$ cat config.mk
export PLATFORM = sky130hd
export DESIGN_NAME = stopwatch_10ms_bcd_flat
export DESIGN_NICKNAME = d
export VERILOG_FILES = /design/src/rtl/stopwatch_10ms_bcd_if.sv /design/src/rtl/stopwatch_10ms_bcd.sv /design/src/flat_wrapper.sv
export SDC_FILE = /design/constraint.sdc
export NUM_CORES = 1
export LEC_CHECK = 0
export ABC_AREA = 1
export ABC_CLOCK_PERIOD_IN_PS = 4300
export CORE_MARGIN = 1
export CORE_UTILIZATION = 45
export CTS_BUF_LIST = sky130_fd_sc_hd__clkbuf_8 sky130_fd_sc_hd__clkbuf_16
export DETAILED_ROUTE_END_ITERATION = 6
export DONT_BUFFER_PORTS = 1
export HOLD_SLACK_MARGIN = 0.15
export PLACE_DENSITY = 0.69
export REMOVE_ABC_BUFFERS = 1
export SYNTH_ARGS = -nofsm -noshare
export SYNTH_HDL_FRONTEND = slang
export SYNTH_SLANG_ARGS = --single-unit
$ cat constraint.sdc
create_clock -name CLOCK_50 -period 4.3 [get_ports CLOCK_50]
set_input_delay 0.43 -clock CLOCK_50 [delete_from_list [all_inputs] [get_ports CLOCK_50]]
set_output_delay 0.43 -clock CLOCK_50 [all_outputs]
set_load 0.02 [all_outputs]
$ cat src/rtl/stopwatch_10ms_bcd_if.sv
// Control, tick and display bundle between a stopwatch_10ms_bcd and its driver.
// The master drives the tick input and the control pulses. The slave is the stopwatch.
interface stopwatch_10ms_bcd_if;
    logic        tick_q;
    logic        start_stop;
    logic        lap;
    logic        clear;
    logic        delay_en;
    logic [23:0] digits;
    logic        running;
    logic        lap_active;

    modport master (
        output tick_q, start_stop, lap, clear,
        input  delay_en, digits, running, lap_active
    );

    modport slave (
        input  tick_q, start_stop, lap, clear,
        output delay_en, digits, running, lap_active
    );
endinterface

$ cat src/rtl/stopwatch_10ms_bcd.sv
// BCD mm:ss.cc stopwatch that counts edges of the upstream 10 ms square wave.
// It provides start/stop, lap-freeze and clear control.
// Optional: define STOPWATCH_SATURATE_EN to hold at MAX_MIN:59.99 instead of wrapping.
module stopwatch_10ms_bcd #(
    parameter int unsigned MAX_MIN = 59,
    parameter int unsigned GUARD   = 2
) (
    input  logic                CLOCK_50,
    input  logic                aclr,
    stopwatch_10ms_bcd_if.slave sw
);

    localparam int unsigned GW = (GUARD == 0) ? 1 : $clog2(GUARD + 1);
    localparam logic [GW-1:0] GUARD_LD = GW'(GUARD);
    localparam logic [3:0]  MAX_T    = 4'(MAX_MIN / 10);
    localparam logic [3:0]  MAX_U    = 4'(MAX_MIN % 10);
    localparam logic [23:0] MAX_TIME = {MAX_T, MAX_U, 4'd5, 4'd9, 4'd9, 4'd9};

`ifdef STOPWATCH_SATURATE_EN
    localparam logic SAT_EN = 1'b1;
`else
    localparam logic SAT_EN = 1'b0;
`endif

    localparam logic [2:0] S_IDLE      = 3'd0;
    localparam logic [2:0] S_RUN       = 3'd1;
    localparam logic [2:0] S_RUN_LAP   = 3'd2;
    localparam logic [2:0] S_PAUSE     = 3'd3;
    localparam logic [2:0] S_PAUSE_LAP = 3'd4;

    logic [2:0]    state_q, state_d;
    logic [23:0]   time_q, time_d;
    logic [23:0]   lap_q, lap_d;
    logic [GW-1:0] guard_q, guard_d;
    logic          tick_dly_q;
    logic [23:0]   digits_q, digits_d;
    logic          delay_en_q, delay_en_d;
    logic          running_q, running_d;
    logic          lap_active_q, lap_active_d;

    logic [23:0]   time_inc;
    logic          tick;
    logic          at_max;
    logic          count_en;

    // One tick per edge of the upstream square wave, rising or falling.
    assign tick   = sw.tick_q ^ tick_dly_q;
    assign at_max = (time_q == MAX_TIME);

    // BCD increment with the carry chain cs -> s -> min.
    // The minutes wrap to 00 after MAX_MIN.
    always_comb begin
        time_inc = time_q;
        if (time_q[3:0] != 4'd9) begin
            time_inc[3:0] = time_q[3:0] + 4'd1;
        end else begin
            time_inc[3:0] = 4'd0;
            if (time_q[7:4] != 4'd9) begin
                time_inc[7:4] = time_q[7:4] + 4'd1;
            end else begin
                time_inc[7:4] = 4'd0;
                if (time_q[11:8] != 4'd9) begin
                    time_inc[11:8] = time_q[11:8] + 4'd1;
                end else begin
                    time_inc[11:8] = 4'd0;
                    if (time_q[15:12] != 4'd5) begin
                        time_inc[15:12] = time_q[15:12] + 4'd1;
                    end else begin
                        time_inc[15:12] = 4'd0;
                        if ((time_q[23:20] == MAX_T) && (time_q[19:16] == MAX_U)) begin
                            time_inc[23:16] = 8'd0;
                        end else if (time_q[19:16] != 4'd9) begin
                            time_inc[19:16] = time_q[19:16] + 4'd1;
                        end else begin
                            time_inc[19:16] = 4'd0;
                            time_inc[23:20] = time_q[23:20] + 4'd1;
                        end
                    end
                end
            end
        end
    end

    // Next-state, time, lap latch, guard and registered-output logic.
    // The priority is clear, then start_stop, then lap.
    always_comb begin
        state_d      = state_q;
        time_d       = time_q;
        lap_d        = lap_q;
        guard_d      = (guard_q != '0) ? (guard_q - GW'(1)) : guard_q;
        digits_d     = time_q;
        running_d    = 1'b0;
        lap_active_d = 1'b0;
        delay_en_d   = 1'b0;

        count_en = tick && (guard_q == '0) && !(SAT_EN && at_max)
                   && ((state_q == S_RUN) || (state_q == S_RUN_LAP));
        if (count_en) begin
            time_d = time_inc;
        end

        if (sw.clear) begin
            state_d = S_IDLE;
            time_d  = '0;
            lap_d   = '0;
            guard_d = '0;
        end else if (sw.start_stop) begin
            case (state_q)
                S_IDLE:      begin state_d = S_RUN; guard_d = GUARD_LD; end
                S_RUN:       state_d = S_PAUSE;
                S_RUN_LAP:   state_d = S_PAUSE_LAP;
                S_PAUSE:     begin state_d = S_RUN; guard_d = GUARD_LD; end
                S_PAUSE_LAP: state_d = S_RUN_LAP;
                default:     state_d = S_IDLE;
            endcase
        end else if (sw.lap) begin
            case (state_q)
                S_RUN:       begin state_d = S_RUN_LAP; lap_d = time_q; end
                S_RUN_LAP:   state_d = S_RUN;
                S_PAUSE_LAP: state_d = S_PAUSE;
                default:     state_d = state_q;
            endcase
        end

        running_d    = (state_d == S_RUN) || (state_d == S_RUN_LAP);
        lap_active_d = (state_d == S_RUN_LAP) || (state_d == S_PAUSE_LAP);
        delay_en_d   = running_d && !(SAT_EN && (time_d == MAX_TIME));
        // The display follows the live time one clock behind, or shows the lap latch.
        digits_d     = lap_active_d ? lap_d : time_q;
        if (sw.clear) begin
            digits_d = '0;
        end
    end

    // State and output registers.
    // An asynchronous reset returns everything to zero or IDLE.
    always_ff @(posedge CLOCK_50 or negedge aclr) begin
        if (!aclr) begin
            state_q      <= S_IDLE;
            time_q       <= '0;
            lap_q        <= '0;
            guard_q      <= '0;
            tick_dly_q   <= 1'b0;
            digits_q     <= '0;
            delay_en_q   <= 1'b0;
            running_q    <= 1'b0;
            lap_active_q <= 1'b0;
        end else begin
            state_q      <= state_d;
            time_q       <= time_d;
            lap_q        <= lap_d;
            guard_q      <= guard_d;
            tick_dly_q   <= sw.tick_q;
            digits_q     <= digits_d;
            delay_en_q   <= delay_en_d;
            running_q    <= running_d;
            lap_active_q <= lap_active_d;
        end
    end

    assign sw.digits     = digits_q;
    assign sw.delay_en   = delay_en_q;
    assign sw.running    = running_q;
    assign sw.lap_active = lap_active_q;

endmodule

$ cat src/flat_wrapper.sv
// flat-port wrapper written by rule: the top's interface ports become plain ports
module stopwatch_10ms_bcd_flat 
#(
    parameter int unsigned MAX_MIN = 59,
    parameter int unsigned GUARD   = 2
)
  (CLOCK_50, aclr, sw_tick_q, sw_start_stop, sw_lap, sw_clear, sw_delay_en, sw_digits, sw_running, sw_lap_active);
  stopwatch_10ms_bcd_if sw_i ();
  input  logic CLOCK_50;
  input  logic aclr;
  input wire logic [$bits(sw_i.tick_q)-1:0] sw_tick_q;
  input wire logic [$bits(sw_i.start_stop)-1:0] sw_start_stop;
  input wire logic [$bits(sw_i.lap)-1:0] sw_lap;
  input wire logic [$bits(sw_i.clear)-1:0] sw_clear;
  output wire logic [$bits(sw_i.delay_en)-1:0] sw_delay_en;
  output wire logic [$bits(sw_i.digits)-1:0] sw_digits;
  output wire logic [$bits(sw_i.running)-1:0] sw_running;
  output wire logic [$bits(sw_i.lap_active)-1:0] sw_lap_active;
  assign sw_i.tick_q = sw_tick_q;
  assign sw_i.start_stop = sw_start_stop;
  assign sw_i.lap = sw_lap;
  assign sw_i.clear = sw_clear;
  assign sw_delay_en = sw_i.delay_en;
  assign sw_digits = sw_i.digits;
  assign sw_running = sw_i.running;
  assign sw_lap_active = sw_i.lap_active;
  stopwatch_10ms_bcd #(.MAX_MIN(MAX_MIN), .GUARD(GUARD)) u_core (.CLOCK_50(CLOCK_50), .aclr(aclr), .sw(sw_i));
endmodule
==> results.tsv <==
stage	metric	value	unit
sta	slew_headroom	0.315	
floorplan	io_pins	33	
clock_network	cts-buffers-inserted	9	
clock_network	cts_tree	built	
worst_setup_path	critPathLaunchType	flop	
power	p_per_area	437	nW/µm²
clock_network	cts_resized	0	
global_routing	grt_max_degree	81	
floorplan	coreArea	8760	µm²
placement	place_ws	1.85	ns
clock_network	clk_path_buf_depth	2	
yosys	synth-adder-area-share	0.0366	
placement	dp_hpwl	5.06	mm
clock_network	cts.htree.levels	3	
sta	worst_slack	1.80	ns
final_layout	drive_gt1_frac	0.0855	
floorplan	die_h	97.5	µm
yosys	synth_top_family_by_area	simple AND/OR/NAND/NOR gates	
clock_network	worstSkewPairLatency	0.35	ns
floorplan	initial_core_util	0.468	
sta	period_share	0.581	
final_layout	final_util	0.496	
clock_network	cts_sinks	80	
worst_setup_path	crit_cells	10	
yosys	synth_warnings	0	
routing	viasPerCell	5.09	
routing	drt_iter0_drc	127	
sta	period_minus_slack	2.50	ns
worst_setup_path	reg2reg_from	u_core.state_q[1]	
final_layout	fin_nets	516	
worst_setup_path	r2r_slack	1.80	ns
sta	finalMaxSlewViolations	0	
worst_setup_path	rr_endpoint	u_core.sw.digits[6]	
worst_setup_path	critPathBufInv	0	
floorplan	row_count	34	
sta	rsz0062_at_grt	no	
sta	tns	0	ns
final_layout	seq_area	2000	µm²
power	vdd_ir_drop_max	0.000150	V
worst_setup_path	max_stage_delay	0.46	ns
power	cellLeakagePower	2.42	nW
yosys	synth_compound_area_frac	0.0421	
global_routing	gr-total-overflow	0	
placement	gp_congestion	0.804	
routing	drc	0	
yosys	yosys.cell_types.count	30	
worst_setup_path	path_class	flop to flop	
worst_setup_path	crit_chain	nor2_4 > nand2_4 > nor2_8 > nor2_2 > a21oi_2 > nand2_2 > nand2_4 > nand2_1 > nand2_1 > nor2_1	
final_layout	multi_input_area	1730	µm²
global_routing	grt_pass1_vias	3049	
yosys	yosysSeqAreaShare	0.488	
worst_setup_path	cpMaxStageDelayCell	dfrtp_1	
yosys	synth_seq_cells	80	
final_layout	final_area	4350	µm²
worst_setup_path	endpoint	u_core.sw.digits[6]	
yosys	yosys.area_share.simple	0.336	
yosys	synth_area	4100	µm²
clock_network	cts_root_buf	clkbuf_8	
yosys	syn_inst	501	
worst_setup_path	cp.required	4.49	ns
yosys	synth_mux_area_frac	0	
routing	vias	3107	
yosys	synth_xor_area_frac	0.00640	
worst_setup_path	reg2reg_depth	10	
sta	finClkSkew	0.0115	ns
placement	placed_cell_area	4120	µm²
floorplan	die-area	9500	µm²
worst_setup_path	path_delay_family	simple AND/OR/NAND/NOR gates	
final_layout	diodes	0	
final_layout	fill_cells	830	
clock_network	clk_pin_slew	0.09	ns
routing	dr.pass1.iters	4	
placement	port-buffer-count	0	
routing	wire_per_inst	13.2	µm
worst_setup_path	crit_start	u_core.state_q[1]	
yosys	syn_area_per_cell	8.19	µm²
routing	ant_nets	0	
worst_setup_path	worstPathArrival	2.69	ns
worst_setup_path	worstSetupEndpointType	flop	
sta	finalHoldViolCount	0	
final_layout	syn_to_final_growth	5.95	%
global_routing	antenna_found_initial	0	
global_routing	grt_pass1_wl	14.3	mm
flow_run	max-cap-violations	0	
routing	routed_wirelength	8.07	mm
sta	setup_violations	0	
worst_setup_path	critPathMaxFanout	26	
sta	worstMarginPinSlew	1.02	ns
floorplan	die_w	97.5	µm
status	status	finished, final reports clean	
hold_path	hold_class	primary input to flop	
sta	max_clock_freq	401	MHz
global_routing	grtUsageTotal	0.188	
worst register-to-register path, delay by kind of cell (launching register included):
kind / cells / cell delay, ns
AND/OR/NAND/NOR: 9 / 1.73
AO/OA/AOI/OAI: 1 / 0.16
flip-flops: 1 / 0.46
routing by layer:
metal / wire [µm] / GRT usage
met4: 152 / 0.0826
met3: 233 / 0.0381
met2: 3880 / 0.313
met1: 3800 / 0.235
met5: 0 / 0
worst min-delay path by stage:
stage	startpoint	endpoint	slack (ns)	depth (start not counted)
floorplan	aclr	u_core.guard_q[0]	0.13	0
global placement	aclr	u_core.sw.digits[2]	0.14	0
detailed placement	aclr	u_core.sw.digits[2]	0.14	0
CTS	sw_clear	u_core.guard_q[0]	0.23	3
global route	sw_clear	u_core.lap_q[2]	0.24	2
finish	sw_clear	u_core.lap_q[2]	0.25	2
report_power, final:
part | switching (mW) | internal, mW
Clock | 0.268 | 0.221
Combinational | 0.256 | 0.149
Sequential | 0.148 | 0.858
metrics by stage:
stage / hold slack [ns] / power (mW) / std cells
3_3_place_gp: 0.137 / 1.39 / 591
5_1_grt: 0.238 / 2.04 / 611
3_5_place_dp: 0.137 / 1.40 / 591
2_1_floorplan: 0.134 / 1.31 / 483
4_1_cts: 0.232 / 1.92 / 611
6_report: 0.245 / 1.90 / 611
sequential cells by signal, summed over array words and instances (netlist names):
name                  cells
u_core.guard_q            2
u_core.lap_q             24
u_core.state_q            3
u_core.sw.delay_en        1
u_core.sw.digits         24
u_core.sw.lap_active      1
u_core.tick_dly_q         1
u_core.time_q            24
timing repair:
action,CTS,global route
endpoints found under the hold margin,106,0
buffers inserted,0,0
hold buffers,4,0
Yosys cell counts, drive strengths merged:
cell	count	area [µm²]
nand2	108	468
nor2	100	442
dfrtp	80	2000
inv	67	251
nand3	52	260
or3	25	156
buf	13	104
ha	12	150
o21ai	11	66.3
a21oi	8	51.3
clkbuf	5	18.8
nand4	4	25.0
nor3	4	20.0
o22ai	4	25.0
o21a	2	15.0
o31ai	2	15.0
xor2	2	17.5
nor4	1	6.26
xnor2	1	8.76
layout make-up:
class	count	area share
flip-flops and latches	80	0.461
multi-input cells	336	0.397
inverters	67	0.0579
clock buffers	10	0.0317
well taps	108	0.0311
repair buffers	4	0.0132
clock inverters	6	0.00835
cell families (layout without fill, tap and decap cells):
group | Yosys count | count (layout)
and+or+nand+nor | 294 | 294
buffers and inverters | 85 | 87
DFF | 80 | 80
AOI/OAI and AO/OA | 27 | 27
adders and majority gates | 12 | 12
xor gates and xnor gates | 3 | 3
placed cells by master, fill, tap and decap left out, types with 5 or more instances in the layout:
master	n
a21oi_1	5
clkbuf_8	10
dfrtp_1	80
ha_1	12
inv_1	64
nand2_1	97
nand2_4	7
nand3_1	52
nor2_1	92
o21ai_0	9
or3_1	25
(Power assumes the default switching activity.)
